`config.mk`:
```
export PLATFORM = sky130hd
export DESIGN_NAME = sec_timer_ctrl
export DESIGN_NICKNAME = d
export VERILOG_FILES = /design/src/rtl/sec_timer_ctrl.sv
export SDC_FILE = /design/constraint.sdc
export NUM_CORES = 1
export LEC_CHECK = 0
export CORE_MARGIN = 2
export CORE_UTILIZATION = 57
export DETAILED_ROUTE_END_ITERATION = 8
export PLACE_DENSITY = 0.93
export SYNTH_ARGS = -nofsm -noshare
export SYNTH_HDL_FRONTEND = slang
export SYNTH_SLANG_ARGS = --single-unit
```
`constraint.sdc`:
```
create_clock -name clk -period 2.8 [get_ports clk]
set_input_delay 0.28 -clock clk [delete_from_list [all_inputs] [get_ports clk]]
set_output_delay 0.28 -clock clk [all_outputs]
set_load 0.03 [all_outputs]
```
`src/rtl/sec_timer_ctrl.sv`:
```
// Two-digit BCD seconds countdown (59..00) with prescaled tick, pause/resume,
// preset load with range checking, and registered status pulses.
module sec_timer_ctrl #(
  parameter int unsigned TICK_DIV = 1
) (
  input  logic       clk,
  input  logic       reset,
  input  logic       tick,
  input  logic       start,
  input  logic       stop,
  input  logic       clear,
  input  logic       load,
  input  logic [3:0] load_units,
  input  logic [2:0] load_tens,
  output logic [3:0] units,
  output logic [2:0] tens,
  output logic       running,
  output logic       done,
  output logic       load_err
);

  localparam logic [1:0] S_IDLE  = 2'd0;
  localparam logic [1:0] S_RUN   = 2'd1;
  localparam logic [1:0] S_PAUSE = 2'd2;
  localparam logic [1:0] S_DONE  = 2'd3;

  localparam logic [7:0] PRESC_MAX = 8'(TICK_DIV - 1);

  logic [1:0] state, state_nx;
  logic [7:0] presc, presc_nx;
  logic [3:0] units_nx;
  logic [2:0] tens_nx;
  logic       done_nx;
  logic       load_err_nx;
  logic       load_bad;
  logic       count_zero;

  assign load_bad   = (load_units > 4'd9) || (load_tens > 3'd5);
  assign count_zero = (units == 4'd0) && (tens == 3'd0);

  // Commands are mutually exclusive in priority order; a tick only counts when
  // no command that discards it (clear, load, stop, effective start) is active.
  always_comb begin
    state_nx    = state;
    presc_nx    = presc;
    units_nx    = units;
    tens_nx     = tens;
    done_nx     = 1'b0;
    load_err_nx = 1'b0;
    if (clear) begin
      state_nx = S_IDLE;
      presc_nx = '0;
      units_nx = '0;
      tens_nx  = '0;
    end else if (load) begin
      if (state == S_RUN || load_bad) begin
        load_err_nx = 1'b1;
      end else begin
        state_nx = S_IDLE;
        presc_nx = '0;
        units_nx = load_units;
        tens_nx  = load_tens;
      end
    end else if (stop) begin
      if (state == S_RUN)
        state_nx = S_PAUSE;
    end else if (start && (state == S_IDLE || state == S_PAUSE)) begin
      if (count_zero) begin
        state_nx = S_DONE;
        done_nx  = 1'b1;
      end else begin
        state_nx = S_RUN;
      end
    end else if (state == S_RUN && tick) begin
      if (presc == PRESC_MAX) begin
        presc_nx = '0;
        if (units != 4'd0) begin
          units_nx = units - 4'd1;
        end else begin
          units_nx = 4'd9;
          tens_nx  = tens - 3'd1;
        end
        if (tens == 3'd0 && units == 4'd1) begin
          state_nx = S_DONE;
          done_nx  = 1'b1;
        end
      end else begin
        presc_nx = presc + 8'd1;
      end
    end
  end

  always_ff @(posedge clk or negedge reset) begin
    if (!reset) begin
      state    <= S_IDLE;
      presc    <= '0;
      units    <= '0;
      tens     <= '0;
      running  <= 1'b0;
      done     <= 1'b0;
      load_err <= 1'b0;
    end else begin
      state    <= state_nx;
      presc    <= presc_nx;
      units    <= units_nx;
      tens     <= tens_nx;
      running  <= (state_nx == S_RUN);
      done     <= done_nx;
      load_err <= load_err_nx;
    end
  end

endmodule

```
==> impl_metrics.json, run 1 <==
{
  "outcome": "finished, final reports clean",
  "end_kind": "flop",
  "synthAdderAreaFrac_pct": 3.46,
  "cts.repair.resized": 0,
  "maxCapViolations": 0,
  "power_frac_comb_pct": 32.2,
  "slew_violations": 0,
  "wire_per_inst_um": 16.4,
  "seq_power_share_pct": 45.4,
  "grt_pass1_vias": 1231,
  "fin_util_pct": 70.2,
  "synth_mux_area_share_pct": 5.19,
  "vias": 1275,
  "timing.hold.ws_ns": 0.476,
  "seq_area_frac_synth_pct": 34.6,
  "antennaDiodeCount": 0,
  "initial_core_util_pct": 59.5,
  "syn_avg_cell_area_um2": 9.58,
  "min_path_type": "input port to async pin",
  "leakagePower_nw": 0.708,
  "wl_met3_um": 142,
  "required_ns": 3.00,
  "synth_compound_area_share_pct": 26.7,
  "synth.most_common_cell": "dfrtp_1",
  "startpoint": "presc[0]$_DFFE_PN0P_",
  "grt_usage_pct": 25.4,
  "synthesis.nets": 169,
  "post_dp_cell_area_um2": 1670,
  "cts_max_level": 1,
  "rows": 18,
  "yosysTopAreaCell": "dfrtp_1",
  "place_inst": 201,
  "fin_cells": 205,
  "pre_cts_slack_ns": 0.590,
  "syn_area_um2": 1450,
  "synth_top_family_by_area": "compound AO/OA/AOI/OAI gates",
  "antenna_left": 0,
  "die_area_um2": 2960,
  "fin_nets": 194,
  "synth_async_sr_flop_share_pct": 100,
  "place.gp.congestion": 0.832,
  "irDropWorstVdd_uv": 339,
  "cts_tree": "done",
  "wl_met2_mm": 1.70,
  "cts_sinks": 20,
  "synth_warnings": 0,
  "multi_input_area_um2": 821,
  "drtIter0Drc": 57,
  "via_per_inst": 6.22,
  "wirelength_mm": 3.36,
  "rr_startpoint": "presc[0]$_DFFE_PN0P_",
  "worstSetupStartpointType": "flop",
  "clk_latency_ns": 0.30,
  "grt_overflow": 0,
  "drcViolationCount": 0,
  "cts_buffers": 3,
  "grt_max_degree": 21,
  "grt_pass1_wl_mm": 5.49,
  "portBuffers": 23,
  "clkSlewWorstSetupHoldPaths_ns": 0.11,
  "final-setup-viol-count": 0,
  "synth-xor-area-share_pct": 0,
  "slew_headroom_pct": 39.4,
  "worstReg2RegEnd": "units[1]$_DFFE_PN0P_",
  "synth_top_area_share_pct": 34.6,
  "layout-area-overhead-vs-synth_pct": 18.1,
  "regArea_um2": 500,
  "hpwl_mm": 2.52,
  "clock_skew_ns": 0.00415,
  "synth-simple-area-share_pct": 21.4,
  "ios": 24,
  "reg2reg_depth": 6,
  "first_pass_iters": 5,
  "finalInstanceArea_um2": 1710,
  "netlist_top_cells_count": "dfrtp_1 (20), inv_1 (18), o21ai_0 (10)",
  "drive_gt1_share_pct": 12.0,
  "power_frac_clock_pct": 22.3,
  "endpoint": "units[1]$_DFFE_PN0P_",
  "core_area_um2": 2430,
  "finalCritPeriodShare_pct": 73.7,
  "ys.flop_type": "dfrtp_1",
  "path_max_fanout": 8,
  "routed.top_layer": "met4",
  "fillers": 184,
  "worstMarginPinSlew_ns": 0.905,
  "critPathKind": "flop to flop",
  "power_uw": 754,
  "power_switching_uw": 255,
  "p_per_area_nw_per_um2": 441,
  "wl_met1_mm": 1.45,
  "synth_cell_types": 49,
  "tns_ns": 0,
  "die_w_um": 54.4,
  "rsz0062_at_grt": "false",
  "root_buffer": "clkbuf_4",
  "hold_buffers": 0,
  "die_h_um": 54.4,
  "ff2ff_setup_slack_ns": 0.74,
  "ys_ff_latch": 20,
  "fmax_mhz": 485,
  "synth_cells": 151,
  "internal-power_uw": 499,
  "hold_viol_final": 0,
  "swShare_pct": 33.8,
  "grt_antenna_before_repair": 0,
  "synth_edf_count": 0,
  "yosys-top-cells-area": "dfrtp_1 (35%), inv_1 (4.7%), ha_1 (3.5%)",
  "fin_crit_ns": 2.06,
  "clk_path_buf_depth": 2,
  "critical_path_arrival_ns": 2.26,
  "final.setup.worst_slack_ns": 0.736,
  "post_cts_buffers": 0
}
layout by cell type, fill, tap and decap left out, types with 2 or more instances in the layout:
cell | Yosys | routed
a211oi_1 | 6 | 6
a21o_1 | 2 | 2
a21oi_1 | 6 | 6
a21oi_4 | 3 | 3
a221o_1 | 2 | 2
a221oi_1 | 2 | 2
a22oi_1 | 4 | 4
a2bb2oi_1 | 2 | 2
a311oi_1 | 2 | 2
and2_1 | 2 | 2
and3_1 | 2 | 2
buf_4 | 0 | 2
clkbuf_4 | 1 | 3
clkdlybuf4s50_1 | 0 | 23
dfrtp_1 | 20 | 20
ha_1 | 4 | 4
inv_1 | 18 | 18
mux2_2 | 4 | 4
mux2i_1 | 3 | 3
nand2_1 | 7 | 7
nand2b_1 | 2 | 2
nand3_1 | 5 | 5
nand3b_1 | 2 | 2
nand4_1 | 4 | 4
nor2_1 | 8 | 8
nor2b_1 | 2 | 2
nor3_1 | 2 | 2
o21ai_0 | 10 | 10
or3_1 | 2 | 2
cell type report:
| class | instances | share of cell area (%) |
|---|---|---|
| repair buffers | 25 | 14.4 |
| clock buffers | 4 | 2.12 |
| flip-flops and latches | 20 | 29.3 |
| multi-input cells | 108 | 48.1 |
| well taps | 30 | 2.20 |
| inverters | 18 | 3.96 |
power groups by stage:
stage | registers, mW | clock network, mW | logic [mW]
floorplan | 0.371 | 0 | 0.128
global placement | 0.344 | 0 | 0.232
detailed placement | 0.347 | 0 | 0.242
CTS | 0.341 | 0.170 | 0.243
global route | 0.348 | 0.185 | 0.262
finish | 0.343 | 0.168 | 0.243
state kept, by name, indices dropped and copies added, names as in the netlist:
| signal | cells |
|---|---|
| done | 1 |
| units | 4 |
| state | 2 |
| running | 1 |
| load_err | 1 |
| tens | 3 |
| presc | 8 |
worst min-delay path by stage:
stage	from	endpoint	slack (ns)	cells after the start
finish	reset	presc[2]$_DFFE_PN0P_	0.48	1
global route	reset	presc[2]$_DFFE_PN0P_	0.54	1
CTS	reset	presc[2]$_DFFE_PN0P_	0.50	1
detailed placement	presc[6]$_DFFE_PN0P_	presc[6]$_DFFE_PN0P_	0.55	1
global placement	presc[6]$_DFFE_PN0P_	presc[6]$_DFFE_PN0P_	0.53	1
floorplan	reset	done$_DFF_PN0_	-0.02	0
critical path, stage by stage, from the launching register on:
cell and delay [ns]:
dfrtp_1 0.42, inv_1 0.09, ha_1 0.14, nor3b_2 0.52
a21oi_4 0.19, a21oi_4 0.24, mux2_2 0.36
per-layer routing:
| layer | track usage, % | up-vias |
|---|---|---|
| li1 | - | 611 |
| met1 | 33.2 | 610 |
| met2 | 42.6 | 43 |
| met3 | 3.28 | 11 |
| met4 | 9.58 | 0 |
| met5 | 0 | - |
cell families (layout without fill, tap and decap cells):
logic type      Yosys count  count (layout)
simple gates             49              49
compound gates           48              48
buf+inv                  23              47
flops                    20              20
mux                       7               7
fa+ha+maj                 4               4
Power figures use the tool's default switching activity.
==> inputs of run 2 (changes only) <==
--- a/config.mk
+++ b/config.mk
@@ -6,9 +6,9 @@
 export NUM_CORES = 1
 export LEC_CHECK = 0
 export CORE_MARGIN = 2
-export CORE_UTILIZATION = 57
+export CORE_UTILIZATION = 53
 export DETAILED_ROUTE_END_ITERATION = 8
-export PLACE_DENSITY = 0.93
+export PLACE_DENSITY = 0.88
 export SYNTH_ARGS = -nofsm -noshare
 export SYNTH_HDL_FRONTEND = slang
 export SYNTH_SLANG_ARGS = --single-unit
==> constraint.sdc (replaced) <==
create_clock -name clk -period 1.9 [get_ports clk]
set_input_delay 0.19 -clock clk [delete_from_list [all_inputs] [get_ports clk]]
set_output_delay 0.19 -clock clk [all_outputs]
set_load 0.03 [all_outputs]
==> impl_metrics.json, run 2 (synthesis results as in run 1) <==
{
  "grt_use_met1_pct": 29.4,
  "fillers": 191,
  "core_area_um2": 2520,
  "cts_buffers": 3,
  "clk_latency_ns": 0.31,
  "grt_usage_pct": 22.9,
  "clkSlewWorstSetupHoldPaths_ns": 0.12,
  "grt_antenna_before_repair": 0,
  "end_kind": "primary output",
  "root_buffer": "clkbuf_4",
  "antennaDiodeCount": 0,
  "grt_overflow": 0,
  "largest_reg_flops": 8,
  "die_h_um": 56.2,
  "vias": 1299,
  "slowest_delay_ns": 0.74,
  "power_mw": 1.13,
  "drtIter0Drc": 54,
  "met3_usage_pct": 3.26,
  "wirelength_mm": 3.42,
  "layout_commonest_cell": "clkdlybuf4s50_1",
  "drive_gt1_share_pct": 18.7,
  "layout.cells.most_common_list": "clkdlybuf4s50_1 (23), dfrtp_1 (20), inv_1 (18), buf_4 (14), o21ai_0 (10)",
  "worstMarginPinSlew_ns": 0.433,
  "required_ns": 1.71,
  "hpwl_mm": 2.59,
  "path_max_fanout": 11,
  "irDropWorstVdd_uv": 577,
  "slowest_stage": "clkdlybuf4s50_1",
  "ios": 24,
  "grt_util_met2_pct": 38.3,
  "portBuffers": 23,
  "reg2reg_depth": 6,
  "fin_nets": 206,
  "rr_startpoint": "presc[0]$_DFFE_PN0P_",
  "fin_cells": 217,
  "min_path_type": "input port to async pin",
  "finalInstanceArea_um2": 1810,
  "post_dp_cell_area_um2": 1750,
  "drcViolationCount": 0,
  "fmax_mhz": 558,
  "critPathTopFamily": "buffers and inverters",
  "worstSetupStartpointType": "flop",
  "antenna_left": 0,
  "worstReg2RegEnd": "units[3]$_DFFE_PN0P_",
  "path_cells": "clkdlybuf4s50_1",
  "grt_max_degree": 21,
  "place_inst": 212,
  "clk_path_buf_depth": 2,
  "largest-register": "presc",
  "cts_sinks": 20,
  "tns_ns": 0,
  "critical_path_arrival_ns": 1.60,
  "maxCapViolations": 0,
  "fin_util_pct": 71.9,
  "initial_core_util_pct": 57.3,
  "path_buf_inv": 1,
  "clock_skew_ns": 0.00381,
  "cts_tree": "done",
  "hold_viol_final": 0,
  "p_per_area_nw_per_um2": 623,
  "layout-area-overhead-vs-synth_pct": 25.4,
  "slew_headroom_pct": 71.1,
  "wire_per_inst_um": 15.7,
  "rsz0062_at_grt": "false",
  "grt_pass1_wl_mm": 5.83,
  "leakagePower_nw": 0.770,
  "die_area_um2": 3160,
  "fin_crit_ns": 1.79,
  "final-setup-viol-count": 0,
  "grt.busiest_layer": "met2",
  "slew_violations": 0,
  "finalCritPeriodShare_pct": 94.3,
  "place.gp.congestion": 0.894,
  "first_pass_iters": 4,
  "grt_pass1_vias": 1279,
  "die_w_um": 56.2,
  "rows": 18,
  "outcome": "finished, final reports clean",
  "critPathKind": "flop to primary output",
  "via_per_inst": 5.99,
  "cts_max_level": 1,
  "biggestRegsByFlops": "presc: 8 flops, units: 4 flops, tens: 3 flops",
  "ff2ff_setup_slack_ns": 0.14
}
[run 2: routing by layer]
metal	routed length [µm]	vias up
li1	-	642
met1	1490	609
met2	1760	43
met3	128	5
met4	41	0
met5	0	-
[run 2: cell type report]
| cell class | instances | area, µm² | share of cell area, % |
|---|---|---|---|
| flip-flops and latches | 20 | 500 | 27.6 |
| clock buffers | 4 | 36.3 | 2.00 |
| multi-input cells | 108 | 837 | 46.1 |
| repair buffers | 37 | 335 | 18.5 |
| inverters | 18 | 67.6 | 3.72 |
| well taps | 30 | 37.5 | 2.07 |
[run 2: power by group]
group / leakage [nW] / switching (mW) / total (mW) / internal [mW]
Combinational: 0.480 / 0.196 / 0.372 / 0.176
Sequential: 0.269 / 0.0496 / 0.505 / 0.455
Clock: 0.0210 / 0.137 / 0.254 / 0.117
Total: 0.770 / 0.383 / 1.13 / 0.748
[run 2: through the flow]
stage / setup WS [ns] / hold WS, ns
2_1_floorplan: 0.110 / -0.106
3_3_place_gp: 0.115 / 0.533
3_5_place_dp: 0.0717 / 0.549
4_1_cts: 0.0633 / 0.210
5_1_grt: 0.00915 / 0.243
6_report: 0.107 / 0.202
[run 2: how the worst max path moves through the flow]
stage / startpoint / end / slack [ns] / cells past startpoint
floorplan: presc[0]$_DFFE_PN0P_ / units[0]$_DFFE_PN0P_ / 0.11 / 6
global placement: load / units[2]$_DFFE_PN0P_ / 0.12 / 5
detailed placement: clear / tens[2]$_DFFE_PN0P_ / 0.07 / 6
CTS: presc[0]$_DFFE_PN0P_ / units[3]$_DFFE_PN0P_ / 0.06 / 6
global route: presc[0]$_DFFE_PN0P_ / units[3]$_DFFE_PN0P_ / 0.009 / 6
finish: units[0]$_DFFE_PN0P_ / units[0] / 0.11 / 1
[run 2: timing repair]
action                                  4_1_cts  5_1_grt
endpoints found under the setup margin        0       12
hold buffers                                  0        0
resized for setup                             0        3
setup buffers                                 0        1
==> inputs of run 3 (changes only) <==
--- a/config.mk
+++ b/config.mk
@@ -8,6 +8,7 @@
 export CORE_MARGIN = 2
 export CORE_UTILIZATION = 53
 export DETAILED_ROUTE_END_ITERATION = 8
+export HOLD_SLACK_MARGIN = 0.12
 export PLACE_DENSITY = 0.88
 export SYNTH_ARGS = -nofsm -noshare
 export SYNTH_HDL_FRONTEND = slang
==> results of run 3 <==
Final layout, timing and power as in run 2 (identical DEF).
